<file path="src/rtl/mux3_rr_arbiter.sv">
// Round-robin arbiter/sequencer for an external 3:1 word mux, with a
// registered valid/ready output stage capturing the selected mux word.
module mux3_rr_arbiter #(
  parameter int unsigned WIDTH = 32
) (
  input  logic             clk,
  input  logic             rst_n,
  input  logic [2:0]       req_valid,
  output logic [2:0]       req_ready,
  output logic [1:0]       mux_sel,
  input  logic [WIDTH-1:0] mux_data,
  output logic             out_valid,
  input  logic             out_ready,
  output logic [WIDTH-1:0] out_data,
  output logic [1:0]       out_src
);

  typedef enum logic {EMPTY, FULL} state_t;

  state_t     state, state_nxt;
  logic [1:0] last;
  logic [1:0] win;
  logic [1:0] cand;
  logic       grant;
  logic       can_load;
  logic       load;

  function automatic logic [1:0] inc3(input logic [1:0] x);
    return (x == 2'd2) ? 2'd0 : x + 2'd1;
  endfunction

  always_comb begin
    win       = last;
    grant     = 1'b0;
    cand      = last;
    state_nxt = state;
    req_ready = '0;
    mux_sel   = last;
    // Visit last+1, last+2, last in turn; the first requester seen wins.
    for (int unsigned i = 0; i < 3; i++) begin
      cand = inc3(cand);
      if (!grant && req_valid[cand]) begin
        grant = 1'b1;
        win   = cand;
      end
    end
    can_load = (state == EMPTY) || out_ready;
    load     = can_load && grant && rst_n;
    if (load) begin
      req_ready = 3'b001 << win;
      mux_sel   = win;
      state_nxt = FULL;
    end else if (can_load) begin
      state_nxt = EMPTY;
    end
  end

  always_ff @(posedge clk or negedge rst_n) begin
    if (!rst_n) begin
      state    <= EMPTY;
      last     <= 2'd2;
      out_data <= '0;
      out_src  <= '0;
    end else begin
      state <= state_nxt;
      if (load) begin
        last     <= win;
        out_data <= mux_data;
        out_src  <= win;
      end
    end
  end

  assign out_valid = (state == FULL);

endmodule

</file>
<file path="config.mk">
export PLATFORM = sky130hd
export DESIGN_NAME = mux3_rr_arbiter
export DESIGN_NICKNAME = d
export VERILOG_FILES = /design/src/rtl/mux3_rr_arbiter.sv
export SDC_FILE = /design/constraint.sdc
export NUM_CORES = 1
export LEC_CHECK = 0
export BUFFER_PORTS_ARGS = -buffer_cell sky130_fd_sc_hd__buf_2
export CORE_UTILIZATION = 47
export CTS_CLUSTER_SIZE = 16
export DETAILED_ROUTE_END_ITERATION = 7
export PLACE_DENSITY = 0.87
export REMOVE_ABC_BUFFERS = 1
export SETUP_SLACK_MARGIN = 0.15
export SLEW_MARGIN = 20
export SYNTH_ARGS = -nofsm -noshare
export SYNTH_HDL_FRONTEND = slang
export SYNTH_SLANG_ARGS = --single-unit
export TNS_END_PERCENT = 50
</file>
<file path="constraint.sdc">
create_clock -name clk -period 4.07 [get_ports clk]
set_clock_uncertainty 0.2 [all_clocks]
set_input_delay 0.6105 -clock clk [delete_from_list [all_inputs] [get_ports clk]]
set_output_delay 0.6105 -clock clk [all_outputs]
set_load 0.03 [all_outputs]
</file>
---- Yosys cells after proc, flatten, opt, wreduce, memory -nomap -nowiden ----
Index checks and enable logic that the tools add are counted.
storage, ports and cells
  register bits after elaboration ......... 37
  input bits .............................. 38
  output and inout port bits .............. 40
  word-level logic and storage cells ...... 42
cells by class
  add/subtract/negate cells ............... 3
  $lt $le $gt $ge ......................... 3
  equality and inequality tests ........... 3
  shift operators ......................... 1
  muxes and demuxes ....................... 19
  bitwise logic cells ..................... 1
  reduce and logical (&&, ||, !) cells .... 8
operator list
  kind                 number
  $mux 2               7
  $lt 2x3->1 const B   3
  $mux 1               8
  $add 2x1->2 const B  3
  $bmux 1 s2           3
  $eq 2x2->1 const B   3
  $logic_and 1x1->1    4
  $mux 3               1
  $shl 1x2->3 const A  1
  $logic_not 1->1      2
  $reduce_bool 2->1    1
  $logic_or 1x1->1     1
  $not 1->1            1

---- Depth between registers and ports, before layout ----
  depth in word-level cells ............... 14
  gate-level depth with buffers ........... 5
  mapped depth without buffers ............ 3

---- Worst setup path before layout ----
Ideal clock, no wire load.
  kind .................................... input -> output
  from .................................... in req_valid[2]
  to ...................................... out req_ready[1]
  arrival ................................. 1985 ps
  data required time ...................... 3259 ps
  path slack .............................. 1274 ps
  stages .................................. 5
  buffers on the path ..................... 2
  cells stage by stage .................... o31a_1 > and2_4 > buf_6 > buf_6 > a21boi_0
between the ends
  longest elaborated chain between the ends .. 12
  elaborated cells on any way between the ends .. 20
  those cells by class .................... shift: 1; mux: 13; reduce/logical: 6
RTL lines
  item                            RTL line  RTL
  start, declared                 8         input logic [2:0] req_valid,
  $bmux 1 s2                      42        if (!grant && req_valid[cand]) begin
  $mux 1 (implied by the code)    42
  $mux 1                          42
  $logic_not 1->1                 42
  $logic_and 1x1->1               42
  $mux 1                          42
  $logic_not 1->1                 42
  $logic_and 1x1->1               42
  $mux 1                          42
  $logic_and 1x1->1 (2 in a row)  48        load = can_load && grant && rst_n;
  $mux 3 *                        49        if (load) begin
  end, declared                   9         output logic [2:0] req_ready,
Mark *: on every way between the ends. The rest lies on a longest branch, timed or not. The select of a mux whose other input is x is not followed.

---- Worst setup path in the final report ----
  from .................................... in req_valid[2]
  to ...................................... out mux_sel[0]
between the ends
  longest elaborated chain between the ends .. 12
  elaborated cells on any way between the ends .. 19
  those cells by class .................... mux: 13; reduce/logical: 6
RTL lines
  item                            RTL line  RTL
  $bmux 1 s2                      42
  $mux 1 (implied by the code)    42
  $mux 1                          42
  $logic_not 1->1                 42
  $logic_and 1x1->1               42
  $mux 1                          42
  $logic_not 1->1                 42
  $logic_and 1x1->1               42
  $mux 1                          42
  $logic_and 1x1->1 (2 in a row)  48
  $mux 2 *                        49
  end, declared                   10        output logic [1:0] mux_sel,
Marks and branches as above.

==> flow_summary_export.csv <==
group,metric,value,unit
worst_setup_path,path_cells,"buf_2, o31a_1, and2_4, a31oi_1, buf_2",
status,status,"finished with violations",
die,die_h,58.0,um
synthesis,yosysWarnings,0,
global_route,track_usage,0.201,
global_route,grt_pass1_wl,4.94,mm
placement,gp_congestion,0.735,
clock_network,clk_pin_slew,100,ps
detailed_routing,routed_wl,2.96,mm
clock_network,cts_root_buf,"clkbuf_4",
clock_network,cts_num_sinks,37,
detailed_routing,drcViolationCount,6,
die,start_util,0.517,
power,ir_drop,0.000291,V
timing,period_share,0.683,
timing,setup_violations,0,
global_route,grt_start_max_net_pins,40,
clock_network,cts_max_level,2,
timing,max_freq,0.360,GHz
timing,tightest_slew,477,ps
clock_network,hold_buffers,0,
die,die_area,3370,sq um
synthesis,synthesis.area,1480,sq um
cells_and_area,final_cells,210,
detailed_routing,wl_per_cell,14.1,um
detailed_routing,via_per_inst,5.11,
cells_and_area,nets,216,
die,fp.coreArea,2850,sq um
placement,dp_hpwl,2.23,mm
detailed_routing,drt_first_pass_iters,6,
clock_network,clockBufferDepth,2,
synthesis,synth_edf_count,0,
power,powerDensity,509,nW/um^2
worst_setup_path,crit_buf_inv,2,
timing,report.final.slew_viol_count,0,
run,drv_cap,0,
worst_setup_path,cp_common_cell,"buf_2",
status,violations,"DRC",
clock_network,postCtsSetupBuffers,0,
synthesis,synth_cells,97,
clock_network,clock_latency,320,ps
worst_setup_path,cp.arrival,1970,ps
cells_and_area,final_util,0.674,
global_route,grt_pass1_vias,1099,
synthesis,syn_avg_cell_area,15.2,sq um
cells_and_area,drive_gt1_frac,0.654,
worst_setup_path,cp_slowest_cell,"o31a_1",
timing,fin_ws,1290,ps
global_route,antenna_found_initial,0,
worst_setup_path,cpPeakStageDelay,370,ps
power,power_leakage,0.000959,uW
hold_path,hold_path_class,"primary input to asynchronous set/reset pin",
placement,place_ws,1290,ps
timing,hold_viol,0,
timing,rsz0062_at_grt,"false",
power,clockPowerShare,0.179,
placement,io_buffers,77,
worst_setup_path,path_max_fanout,39,
worst_setup_path,required,3260,ps
timing,maxSlewHeadroom,0.682,
cells_and_area,syn_to_final_growth,30.4,%
synthesis,yosysSeqAreaShare,0.628,
timing,tns,0,ps
power,swShare,0.364,
die,ios,78,
power,pwr-share-seq,0.478,
detailed_routing,vias,1074,
worst_setup_path,start_kind,"primary input",
detailed_routing,drtIter0Drc,88,
cells_and_area,num_antenna_cells,0,
clock_network,cts_tree,"built",
placement,dpl.cell_count,202,
worst_setup_path,crit_path_end_kind,"output port",
synthesis,synth_seq_cells,37,
synthesis,synthArstFlopShare,1.00,
die,num_rows,19,
power,p_int,623,uW
timing,fin_crit,2780,ps
synthesis,synth_ff_type,"dfrtp_1",
clock_network,cts_buffers,5,
die,die_w,58.0,um
power,p_sw,356,uW
worst_setup_path,crit_family,"compound AO/OA/AOI/OAI gates",
power,p_comb_frac,0.344,
synthesis,synth_cell_types,18,
worst_setup_path,crit_type,"primary input to output port",
global_route,grt.overflow.total,0,
clock_network,cts_resized,0,
detailed_routing,ant_nets,0,
-- cell usage after synthesis (2+ instances only) --
library cell	count	area, sq um
dfrtp_1	36	901
mux2_2	29	327
a21oi_1	6	30.0
nand2b_1	4	25.0
a31oi_1	3	18.8
mux2_4	3	45.0
buf_2	2	10.0
buf_6	2	22.5
inv_1	2	7.51
nand2_1	2	7.51
-- flip-flops by register name, indices dropped and copies added, names as in the netlist --
register	flops
out_valid	1
last	2
out_data	32
out_src	2
-- cell type report --
type,instances,area [sq um]
Clock buffer,8,48.8
Fill cell,223,930
Inverter,2,7.51
Multi-Input combinational cell,54,508
Sequential cell,37,927
Tap cell,31,38.8
Timing Repair Buffer,78,393
-- metal layers --
metal | up-vias | GRT usage | share of wire
li1 | 503 | - | -
met1 | 504 | 0.256 | 0.43
met2 | 63 | 0.314 | 0.47
met3 | 4 | 0.0670 | 0.090
met4 | 0 | 0.0918 | 0.0088
met5 | - | 0 | 0
-- power by group through the flow --
stage / Combinational, uW / Clock (uW) / Sequential [uW]
2_1_floorplan: 105 / 0 / 593
3_5_place_dp: 339 / 0 / 474
6_report: 336 / 175 / 468
4_1_cts: 339 / 183 / 468
3_3_place_gp: 330 / 0 / 469
5_1_grt: 357 / 203 / 477
-- stage by stage --
| stage | area [sq um] | total power [uW] | hold slack (ps) |
|---|---|---|---|
| 2_1_floorplan | 1440 | 698 | 115 |
| 3_3_place_gp | 1870 | 799 | 284 |
| 3_5_place_dp | 1870 | 814 | 290 |
| 4_1_cts | 1920 | 991 | 153 |
| 5_1_grt | 1920 | 1040 | 167 |
| 6_report | 1920 | 979 | 152 |
-- cells by family (layout without fill, tap and decap cells) --
kind of cell,after synthesis,after routing,share of synthesized area
flip-flops,37,37,0.628
multiplexers,32,32,0.252
AO/OA/AOI/OAI,12,12,0.0492
AND/OR/NAND/NOR,10,10,0.0433
buffers and inverters,6,88,0.0271
-- final timing paths --
check | startpoint | endpoint | slack, ps | depth (start not counted)
max reg2reg | out_valid$_DFFE_PN0P_ | out_data[3]$_DFFE_PN0P_ | 2270 | 3
min reg2reg | out_data[11]$_DFFE_PN0P_ | out_data[11]$_DFFE_PN0P_ | 310 | 1
min in group clk | mux_data[9] | out_data[9]$_DFFE_PN0P_ | 310 | 2
min | rst_n | out_data[26]$_DFFE_PN0P_ | 150 | 2
max | req_valid[2] | mux_sel[0] | 1290 | 5
max in group asynchronous | rst_n | last[1]$_DFF_PN1_ | 3190 | 2
-- cell usage in the layout, fill, tap and decap left out, types with 2 or more instances in the layout --
cell type	n
dfrtp_1	36
inv_1	2
mux2_4	3
nand2b_1	4
a21oi_1	6
a31oi_1	3
mux2_2	29
buf_2	77
nand2_1	2
clkbuf_4	5
clkbuf_1	3
Power figures use the tool's default switching activity.
